**config.mk**
```make
export PLATFORM = sky130hd
export DESIGN_NAME = lightning_shot_scheduler
export DESIGN_NICKNAME = d
export VERILOG_FILES = /design/src/rtl/lightning_pkg.sv /design/src/rtl/lightning_slot_tracker.sv /design/src/rtl/lightning_shot_scheduler.sv
export SDC_FILE = /design/constraint.sdc
export NUM_CORES = 1
export LEC_CHECK = 0
export CAP_MARGIN = 10
export CORE_MARGIN = 5
export CORE_UTILIZATION = 67
export CTS_CLUSTER_SIZE = 16
export DETAILED_ROUTE_END_ITERATION = 8
export PLACE_DENSITY = 0.89
export RECOVER_POWER = 25
export SYNTH_ARGS = -nofsm -noshare
export SYNTH_HDL_FRONTEND = slang
export SYNTH_SLANG_ARGS = --single-unit
```
**constraint.sdc**
```tcl
create_clock -name clk -period 13.1 [get_ports clk]
set_input_delay 2.62 -clock clk [delete_from_list [all_inputs] [get_ports clk]]
set_output_delay 2.62 -clock clk [all_outputs]
set_load 0.01 [all_outputs]
```
**src/rtl/lightning_pkg.sv**
```systemverilog
// Shared types and constants for the lightning shot scheduler.
// Slot and arbiter state encodings, slot count, ammo width, slot picker.
package lightning_pkg;

    localparam int NUM_SLOTS = 3;
    localparam int AMMO_W    = 2;

    typedef enum logic [1:0] {
        SLOT_FREE,
        SLOT_LAUNCH,
        SLOT_FLIGHT
    } slot_state_t;

    typedef enum logic {
        ARB_IDLE,
        ARB_COOLDOWN
    } arb_state_t;

    // One-hot of the lowest set bit; zero when nothing is free.
    function automatic logic [NUM_SLOTS-1:0] pick_lowest(
        input logic [NUM_SLOTS-1:0] free
    );
        logic [NUM_SLOTS-1:0] r;
        r = '0;
        for (int i = NUM_SLOTS - 1; i >= 0; i--) begin
            if (free[i]) begin
                r    = '0;
                r[i] = 1'b1;
            end
        end
        return r;
    endfunction

endpackage

```
**src/rtl/lightning_slot_tracker.sv**
```systemverilog
// Tracks one lightning slot: FREE -> LAUNCH -> FLIGHT -> FREE, with launch timeout.
// Ports: clk, resetN (async, active-high), restart, launch_bit, in_air -> free.
module lightning_slot_tracker
    import lightning_pkg::*;
#(
    parameter logic [15:0] LAUNCH_TIMEOUT = 16'd1024
) (
    input  logic clk,
    input  logic resetN,
    input  logic restart,
    input  logic launch_bit,
    input  logic in_air,
    output logic free
);

    slot_state_t state, state_nxt;
    logic [15:0] to_cnt;
    logic        timed_out;

    assign timed_out = (to_cnt == LAUNCH_TIMEOUT - 16'd1);

    always_ff @(posedge clk or posedge resetN) begin
        if (resetN)
            state <= SLOT_FREE;
        else if (restart)
            state <= SLOT_FREE;
        else
            state <= state_nxt;
    end

    always_comb begin
        state_nxt = state;
        case (state)
            SLOT_FREE:
                if (launch_bit) state_nxt = SLOT_LAUNCH;
            SLOT_LAUNCH:
                if (in_air)         state_nxt = SLOT_FLIGHT;
                else if (timed_out) state_nxt = SLOT_FREE;
            SLOT_FLIGHT:
                if (!in_air) state_nxt = SLOT_FREE;
            default:
                state_nxt = SLOT_FREE;
        endcase
    end

    always_comb begin
        free = (state == SLOT_FREE);
    end

    // Counts cycles spent in LAUNCH waiting for the mover.
    always_ff @(posedge clk or posedge resetN) begin
        if (resetN)
            to_cnt <= '0;
        else if (restart)
            to_cnt <= '0;
        else if (state == SLOT_LAUNCH && !in_air && !timed_out)
            to_cnt <= to_cnt + 16'd1;
        else
            to_cnt <= '0;
    end

endmodule

```
**src/rtl/lightning_shot_scheduler.sv**
```systemverilog
// Arbitrates shoot requests onto three lightning slots with cooldown and timed reload.
// Ports: clk, resetN, restart, shoot_pulse, slot_in_air -> launch, ammo, cooldown_busy, shot_denied.
module lightning_shot_scheduler
    import lightning_pkg::*;
#(
    parameter int          AMMO_MAX        = 3,
    parameter logic [31:0] COOLDOWN_CYCLES = 32'd5_000_000,
    parameter logic [31:0] RELOAD_CYCLES   = 32'd50_000_000,
    parameter logic [15:0] LAUNCH_TIMEOUT  = 16'd1024
) (
    input  logic                 clk,
    input  logic                 resetN,
    input  logic                 restart,
    input  logic                 shoot_pulse,
    input  logic [NUM_SLOTS-1:0] slot_in_air,
    output logic [NUM_SLOTS-1:0] launch,
    output logic [AMMO_W-1:0]    ammo,
    output logic                 cooldown_busy,
    output logic                 shot_denied
);

    localparam logic [AMMO_W-1:0] AMMO_FULL = AMMO_W'(AMMO_MAX);

    arb_state_t           arb, arb_nxt;
    logic [31:0]          cd_cnt;
    logic [31:0]          rl_cnt;
    logic [NUM_SLOTS-1:0] slot_free;
    logic [NUM_SLOTS-1:0] pick;
    logic                 accept;
    logic                 cd_done;
    logic                 rl_tick;
    logic                 ammo_low;

    for (genvar i = 0; i < NUM_SLOTS; i++) begin : g_slot
        lightning_slot_tracker #(
            .LAUNCH_TIMEOUT(LAUNCH_TIMEOUT)
        ) u_slot (
            .clk       (clk),
            .resetN    (resetN),
            .restart   (restart),
            .launch_bit(launch[i]),
            .in_air    (slot_in_air[i]),
            .free      (slot_free[i])
        );
    end

    assign pick     = pick_lowest(slot_free);
    assign ammo_low = (ammo != AMMO_FULL);
    assign cd_done  = (cd_cnt == COOLDOWN_CYCLES - 32'd1);
    assign rl_tick  = ammo_low && (rl_cnt == RELOAD_CYCLES - 32'd1);

    always_ff @(posedge clk or posedge resetN) begin
        if (resetN)
            arb <= ARB_IDLE;
        else if (restart)
            arb <= ARB_IDLE;
        else
            arb <= arb_nxt;
    end

    always_comb begin
        arb_nxt = arb;
        case (arb)
            ARB_IDLE:     if (accept)  arb_nxt = ARB_COOLDOWN;
            ARB_COOLDOWN: if (cd_done) arb_nxt = ARB_IDLE;
            default:                   arb_nxt = ARB_IDLE;
        endcase
    end

    always_comb begin
        accept = (arb == ARB_IDLE) && shoot_pulse
              && (ammo != '0) && (|slot_free);
        cooldown_busy = (arb == ARB_COOLDOWN);
    end

    always_ff @(posedge clk or posedge resetN) begin
        if (resetN)
            cd_cnt <= '0;
        else if (restart)
            cd_cnt <= '0;
        else if (arb == ARB_COOLDOWN && !cd_done)
            cd_cnt <= cd_cnt + 32'd1;
        else
            cd_cnt <= '0;
    end

    // Reload counter idles at 0 while full, clears on each tick.
    always_ff @(posedge clk or posedge resetN) begin
        if (resetN)
            rl_cnt <= '0;
        else if (restart)
            rl_cnt <= '0;
        else if (ammo_low && !rl_tick)
            rl_cnt <= rl_cnt + 32'd1;
        else
            rl_cnt <= '0;
    end

    // A shot and a reload tick in the same cycle cancel out.
    always_ff @(posedge clk or posedge resetN) begin
        if (resetN)
            ammo <= AMMO_FULL;
        else if (restart)
            ammo <= AMMO_FULL;
        else if (accept && !rl_tick)
            ammo <= ammo - 1'b1;
        else if (rl_tick && !accept)
            ammo <= ammo + 1'b1;
    end

    always_ff @(posedge clk or posedge resetN) begin
        if (resetN) begin
            launch      <= '0;
            shot_denied <= 1'b0;
        end else if (restart) begin
            launch      <= '0;
            shot_denied <= 1'b0;
        end else begin
            launch      <= accept ? pick : '0;
            shot_denied <= shoot_pulse && !accept;
        end
    end

endmodule

```
# --- Yosys cells after proc, flatten, opt, wreduce, memory -nomap -nowiden ---
# Cells that the tools add are included.
word_totals:
  elab_cells: 115
  inputBits: 7
  out_inout_bits: 7
  regBits: 125
op_classes:
  muxes: 41
  n_reduce_logical: 33
  n_eq_ne: 21
  n_addsub: 7
  bitwise_logic: 1
op_table:
  columns: ["op", "count"]
  rows:
  - ["$mux 32", 4]
  - ["$mux 16", 6]
  - ["$add 32x1->32 const B", 2]
  - ["$add 16x1->16 const B", 3]
  - ["$eq 16x10->1 const B", 3]
  - ["$mux 2", 18]
  - ["$eq 32x23->1 const B", 1]
  - ["$eq 32x26->1 const B", 1]
  - ["$ne 3x3->1 const B", 6]
  - ["$pmux 2 s3", 3]
  - ["$logic_and 1x1->1", 15]
  - ["$mux 3", 5]
  - ["$ne 4x3->1 const B", 3]
  - ["$logic_not 1->1", 9]
  - ["$reduce_and 3->1", 3]
  - ["$eq 2x1->1 const B", 3]
  - ["$eq 2x2->1 const B", 3]
  - ["$logic_not 2->1", 3]
  - ["$mux 1", 4]
  - ["$reduce_bool 3->1", 1]
  - ["$reduce_or 3->1", 1]
  - ["$add 2x1->2 const B", 1]
  - ["$ne 2x2->1 const B", 1]
  - ["$pmux 1 s2", 1]
  - ["3 further kinds", 3]

# --- Logic depth before layout (Yosys ltp) ---
# Gate-level depths: netlist of run 1.
logic_depth:
  depth_word: 9
  mapped_depth: 7

# --- Cells and area by module ---
# Synthesis of run 1 repeated with hierarchy kept, for this count alone.
hier_totals:
  cells_unflattened: 655
  hier_area_um2: 6421.2
by_module_without_submodules:
  columns: ["mod", "cells_per_inst", "seq_area_each_um2", "area_per_inst_um2", "instances"]
  rows:
  - ["lightning_shot_scheduler", 397, 1779.2, 3819.9, 1]
  - ["lightning_slot_tracker", 86, 450.4, 867.1, 3]

# --- Worst setup path after synthesis of run 1 ---
# Ideal clock, no wire load.
synth_timing:
  kind: "input-to-reg"
  start: "in slot_in_air[2]"
  end: "reg g_slot[2].u_slot.to_cnt[10]"
  t_arrival_ns: 3.673
  stages: 4
  setup_time_ns: 0.072
  path_buffers: 1
  slack_ns: 9.355
  required_time_ns: 13.028
  path_cell_list: "or4b_1 a31o_2 buf_2 nor2_1"
synth_between:
  elab_chain_cells: 5
synth_lines:
  columns: ["element", "line", "text"]
  rows:
  - ["start, declared", "lightning_shot_scheduler.sv:15", "input logic [NUM_SLOTS-1:0] slot_in_air,"]
  - ["$logic_not 1->1", null, null]
  - ["$logic_and 1x1->1 (2 in a row)", "lightning_slot_tracker.sv:56", "else if (state == SLOT_LAUNCH && !in_air && !timed_out)"]
  - ["$mux 16", "lightning_slot_tracker.sv:56", null]
  - ["$mux 16", "lightning_slot_tracker.sv:54", "else if (restart)"]
  - ["end signal, assigned", "lightning_slot_tracker.sv:57", "to_cnt <= to_cnt + 16'd1;"]
  - ["end, declared", "lightning_slot_tracker.sv:17", "logic [15:0] to_cnt;"]
# No other way between the ends.
# A chain may end at the register's enable or synchronous reset.

==> flow_summary.yaml, run 1 <==
logic_synthesis:
  netlist_instances: 624
  synth.avg_cell_area_um2: 9.86
  synth-edff-count: 0
  synth-main-ff-cell: "dfrtp_1"
  yosysWarnings: 0
  synth_area_um2: 6150
  synth_cell_type_count: 47
  synth_area_leaders: "dfrtp_1, nor2_1, xor2_1"
  synth_seq_area_share: 0.509
  ys_ff_latch: 125
  synth_top_area_frac: 0.500
  synthArstFlopShare: 1.00
  syn_nets: 636
  synth_area_leader_cell: "dfrtp_1"
setup_path:
  crit_path_end_kind: "asynchronous set/reset pin"
  startpoint_type: "input port"
  path_class: "input port to asynchronous set/reset pin"
  required_ns: 13.62
  arrival_ns: 5.36
  cp_max_fo: 75
clocking:
  htreeDepth: 4
  clock_insertion_delay_worst_skew_ns: 0.52
  root_buffer: "clkbuf_8"
  clkSinkCount: 125
  clk_pin_slew_ns: 0.06
  clk_path_buf_depth: 2
  numCtsBuffers: 17
  cts_tree: "built"
  cts_resized: 0
  cts.hold.buffers_added: 0
  postCtsSetupBuffers: 0
timing:
  period_share: 0.369
  finalCriticalPeriod_ns: 4.84
  tns_ns: 0
  setup_viol: 0
  fin_worst_skew_ns: 0.00726
  hold_viol: 0
  setup_ws_ns: 8.26
  slew_viol_final: 52
  fmax_mhz: 207
  slew_headroom: -0.447
  rsz0062_at_grt: "no"
  worst_pin_slew_ns: 2.16
drt:
  wl_mm: 12.9
  ant_nets: 0
  wl_per_cell_um: 17.0
  viasPerCell: 6.14
  num_vias: 4684
  drt-initial-drc-count: 367
  drc_errors: 0
  drt-pass1-iter-count: 5
final_layout:
  design_area_um2: 6910
  final_util: 0.759
  final_common_cell: "nor2_1"
  drive_gt1_frac: 0.0707
  area_growth_pct: 12.4
  mostFrequentLayoutCells: "nor2_1, dfrtp_1, xor2_1"
  nNetsFinal: 651
place:
  dp_hpwl_mm: 7.65
  postPlaceCellArea_um2: 6310
  pre_cts_slack_ns: 8.49
  port_buffers: 13
  routabilityCongestion: 0.806
power_and_ir_drop:
  ir_drop_v: 0.0000936
  p_leak_nw: 2.81
  finalPower_w: 0.000892
  p_per_area_nw_per_um2: 129
floorplanning:
  die_w_um: 106
  num_rows: 35
  ios: 14
  start_util: 0.675
  fp.dieH_um: 106
  dieArea_um2: 11200
  coreArea_um2: 9110
grt:
  grt_pass1_vias: 4787
  gr-total-overflow: 0
  groute.usage.overall: 0.251
  grt_max_degree: 76
  antenna_found_initial: 1
  grt_pass1_wl_mm: 22.7
status:
  failed_checks: "max-capacitance violations, max-slew violations"
  run_status: "finished, violations left"
run:
  max-cap-violations: 1
worst_hold_path:
  hp-class: "flip-flop to flip-flop"
[per-layer routing]
metal	vias to the layer above	global-route usage	share of wire
met4	0	0.0796	0.018
met5	-	0	0
met1	2350	0.319	0.42
li1	2175	-	-
met2	130	0.420	0.51
met3	29	0.0655	0.048
[state kept, by name, summed over array words and instances (netlist names)]
name                  cells
cooldown_busy             1
launch                    3
g_slot.u_slot.state       6
g_slot.u_slot.to_cnt     48
rl_cnt                   32
shot_denied               1
cd_cnt                   32
ammo                      2
[report_power, final]
group           total, W  switching (W)  internal (W)
registers       0.000393     0.00000338      0.000390
clock network   0.000473       0.000169      0.000304
logic          0.0000267      0.0000190    0.00000772
total           0.000892       0.000192      0.000701
[metrics by stage]
step                instances  hold slack (ns)
floorplan                 624            0.423
global placement          731            0.434
detailed placement        731            0.446
CTS                       762            0.459
global route              763            0.483
finish                    763            0.452
[logic make-up after synthesis]
logic type,after synthesis,synth area share
compound gates,22,0.0248
simple gates,338,0.284
flops,125,0.509
buf+inv,32,0.0275
fa+ha+maj,5,0.0102
xor+xnor,102,0.145
[layout make-up]
| cell class | instances | area (um2) |
|---|---|---|
| fillers | 558 | 2190 |
| clock inverters | 10 | 139 |
| inverters | 14 | 53.8 |
| flip-flops and latches | 125 | 3130 |
| repair buffers | 14 | 138 |
| diodes | 1 | 2.50 |
| clock buffers | 21 | 459 |
| well taps | 111 | 139 |
| multi-input cells | 467 | 2850 |
[worst max-delay path, stage by stage]
cell and delay, ns:
dlygate4sd3_1 0.54, clkinvlp_2 1.24, buf_4 0.89
[Yosys cell counts (2+ instances only)]
library cell	instances
xnor2_1	50
nor4_1	12
o21ai_0	5
a21oi_1	6
nor2_1	127
and3_1	20
ha_1	5
and4_1	14
or4b_1	3
nor3_1	24
or3_1	4
buf_4	11
nand2b_1	2
dfstp_2	2
nor4b_1	3
nand3_1	45
nand2_1	38
nor4_2	3
dfrtp_1	123
buf_2	5
and2_1	10
inv_1	14
a31o_2	3
xor2_1	52
nand4_1	21
[path summary, 6_finish.rpt]
kind / startpoint / to / slack, ns / depth (start not counted)
min in group asynchronous: resetN / cd_cnt[23]$_DFF_PP0_ / 3.12 / 2
max: resetN / rl_cnt[12]$_DFF_PP0_ / 8.26 / 3
min: g_slot[1].u_slot.to_cnt[0]$_DFF_PP0_ / g_slot[1].u_slot.to_cnt[0]$_DFF_PP0_ / 0.45 / 1
min reg2reg: g_slot[1].u_slot.to_cnt[0]$_DFF_PP0_ / g_slot[1].u_slot.to_cnt[0]$_DFF_PP0_ / 0.45 / 1
max reg2reg: cd_cnt[0]$_DFF_PP0_ / cd_cnt[26]$_DFF_PP0_ / 10.42 / 6
max in group clk: ammo[0]$_DFFE_PP1P_ / ammo[0] / 8.75 / 1
Power figures use the tool's default switching activity.
==> inputs of run 2 (changes only) <==
- CORE_UTILIZATION: 67 -> 56
- PLACE_DENSITY: 0.89 -> 0.8
- clock period: 13.1 -> 4.1 ns (I/O delays scaled with it)
==> flow_summary.yaml, run 2 (same netlist as run 1, synthesis figures left out) <==
grt:
  grt_pass1_wl_mm: 20.5
  antenna_found_initial: 0
  grt_pass1_vias: 4486
  gr-total-overflow: 0
  groute.usage.overall: 0.192
  grt_max_degree: 126
timing:
  fin_worst_skew_ns: 0.00841
  setup_viol: 0
  finalCriticalPeriod_ns: 2.51
  whs_ns: 0.453
  worst_pin_slew_ns: 0.978
  period_share: 0.612
  hold_viol: 0
  tns_ns: 0
  fmax_mhz: 398
  slew_headroom: 0.348
  rsz0062_at_grt: "no"
  slew_viol_final: 0
final_layout:
  nNetsFinal: 652
  drive_gt1_frac: 0.0722
  area_growth_pct: 13.3
  largest_reg_flops: 48
  final_common_cell: "nor2_1"
  final_util: 0.646
  top_register: "g_slot.u_slot.to_cnt"
  largestRegisters: "g_slot.u_slot.to_cnt: 48 flops, cd_cnt: 32 flops, rl_cnt: 32 flops"
  design_area_um2: 6970
  n_antenna_cell: 0
  mostFrequentLayoutCells: "nor2_1, dfrtp_1, xor2_1"
worst_hold_path:
  whs_path_depth: 1
  min_to: "g_slot[0].u_slot.to_cnt[0]$_DFF_PP0_"
  hp-class: "flip-flop to flip-flop"
  worstHoldStart: "g_slot[0].u_slot.to_cnt[0]$_DFF_PP0_"
setup_path:
  cp_max_fo: 6
  crit_path_end_kind: "output port"
  timing.rr.end: "rl_cnt[19]$_DFF_PP0_"
  path_class: "flip-flop to output port"
  r2r_slack_ns: 1.73
  r2r-start: "rl_cnt[0]$_DFF_PP0_"
  path_buf_inv: 1
  required_ns: 3.28
  critPathSlowestCell: "clkdlybuf4s50_1"
  critPathTopFamily: "buffers and inverters"
  rr_worst_depth: 6
  startpoint_type: "flip-flop"
  arrival_ns: 1.69
  cpPeakStageDelay_ns: 0.59
  path_cells: "clkdlybuf4s50_1"
drt:
  drc_errors: 0
  viasPerCell: 5.68
  wl_per_cell_um: 14.9
  m1WireLength_mm: 5.45
  num_vias: 4496
  drt-initial-drc-count: 353
  drt-pass1-iter-count: 4
  met2WireLength_mm: 5.68
  ant_nets: 0
  dr.max_layer_used: "met4"
  met3_wirelength_um: 517
  wl_mm: 11.8
floorplanning:
  coreArea_um2: 10800
  fp.dieH_um: 115
  die_w_um: 115
  ios: 14
  dieArea_um2: 13200
  num_rows: 38
  start_util: 0.570
clocking:
  cts.hold.buffers_added: 0
  clk_pin_slew_ns: 0.06
  root_buffer: "clkbuf_8"
  clk_path_buf_depth: 2
  clock_insertion_delay_worst_skew_ns: 0.52
  htreeDepth: 4
  numCtsBuffers: 17
  clkSinkCount: 125
  cts_tree: "built"
  cts_resized: 0
  postCtsSetupBuffers: 0
power_and_ir_drop:
  p_per_area_nw_per_um2: 411
  p_leak_nw: 2.81
  finalPower_w: 0.00287
  ir_drop_v: 0.000431
status:
  run_status: "completed"
run:
  max-cap-violations: 0
place:
  postPlaceCellArea_um2: 6370
  dp_hpwl_mm: 7.49
  port_buffers: 13
  routabilityCongestion: 0.788
[run 2: worst max-delay path by stage]
stage | startpoint | to | slack, ns | depth (start not counted)
5_1_grt | rl_cnt[0]$_DFF_PP0_ | rl_cnt[19]$_DFF_PP0_ | 1.44 | 6
3_5_place_dp | restart | g_slot[2].u_slot.to_cnt[11]$_DFF_PP0_ | 1.50 | 4
4_1_cts | ammo[0]$_DFFE_PP1P_ | ammo[0] | 1.56 | 1
2_1_floorplan | resetN | cd_cnt[0]$_DFF_PP0_ | 1.74 | 1
3_3_place_gp | restart | rl_cnt[16]$_DFF_PP0_ | 1.57 | 3
6_report | ammo[0]$_DFFE_PP1P_ | ammo[0] | 1.59 | 1
[run 2: final cells by class]
cell class	count	area, um2
inverter	14	56.3
sequential	125	3130
tap	140	175
clock inverter	11	169
fill	819	3820
clock buffer	19	432
multi-input combinational	467	2850
timing repair buffer	15	158
[run 2: layer usage]
layer	up-vias	track usage
met5	-	0
met4	0	0.0657
met3	17	0.0663
met2	70	0.304
met1	2236	0.250
li1	2173	-
[run 2: power breakdown]
| part | switching [W] | internal, W |
|---|---|---|
| logic | 0.0000587 | 0.0000271 |
| registers | 0.00000953 | 0.00124 |
| clock network | 0.000534 | 0.000994 |
| total | 0.000602 | 0.00227 |
[run 2: per-stage QoR]
step           setup WS, ns  cells
2_1_floorplan          1.74    624
3_3_place_gp           1.57    761
3_5_place_dp           1.50    761
4_1_cts                1.56    791
5_1_grt                1.44    791
6_report               1.59    791
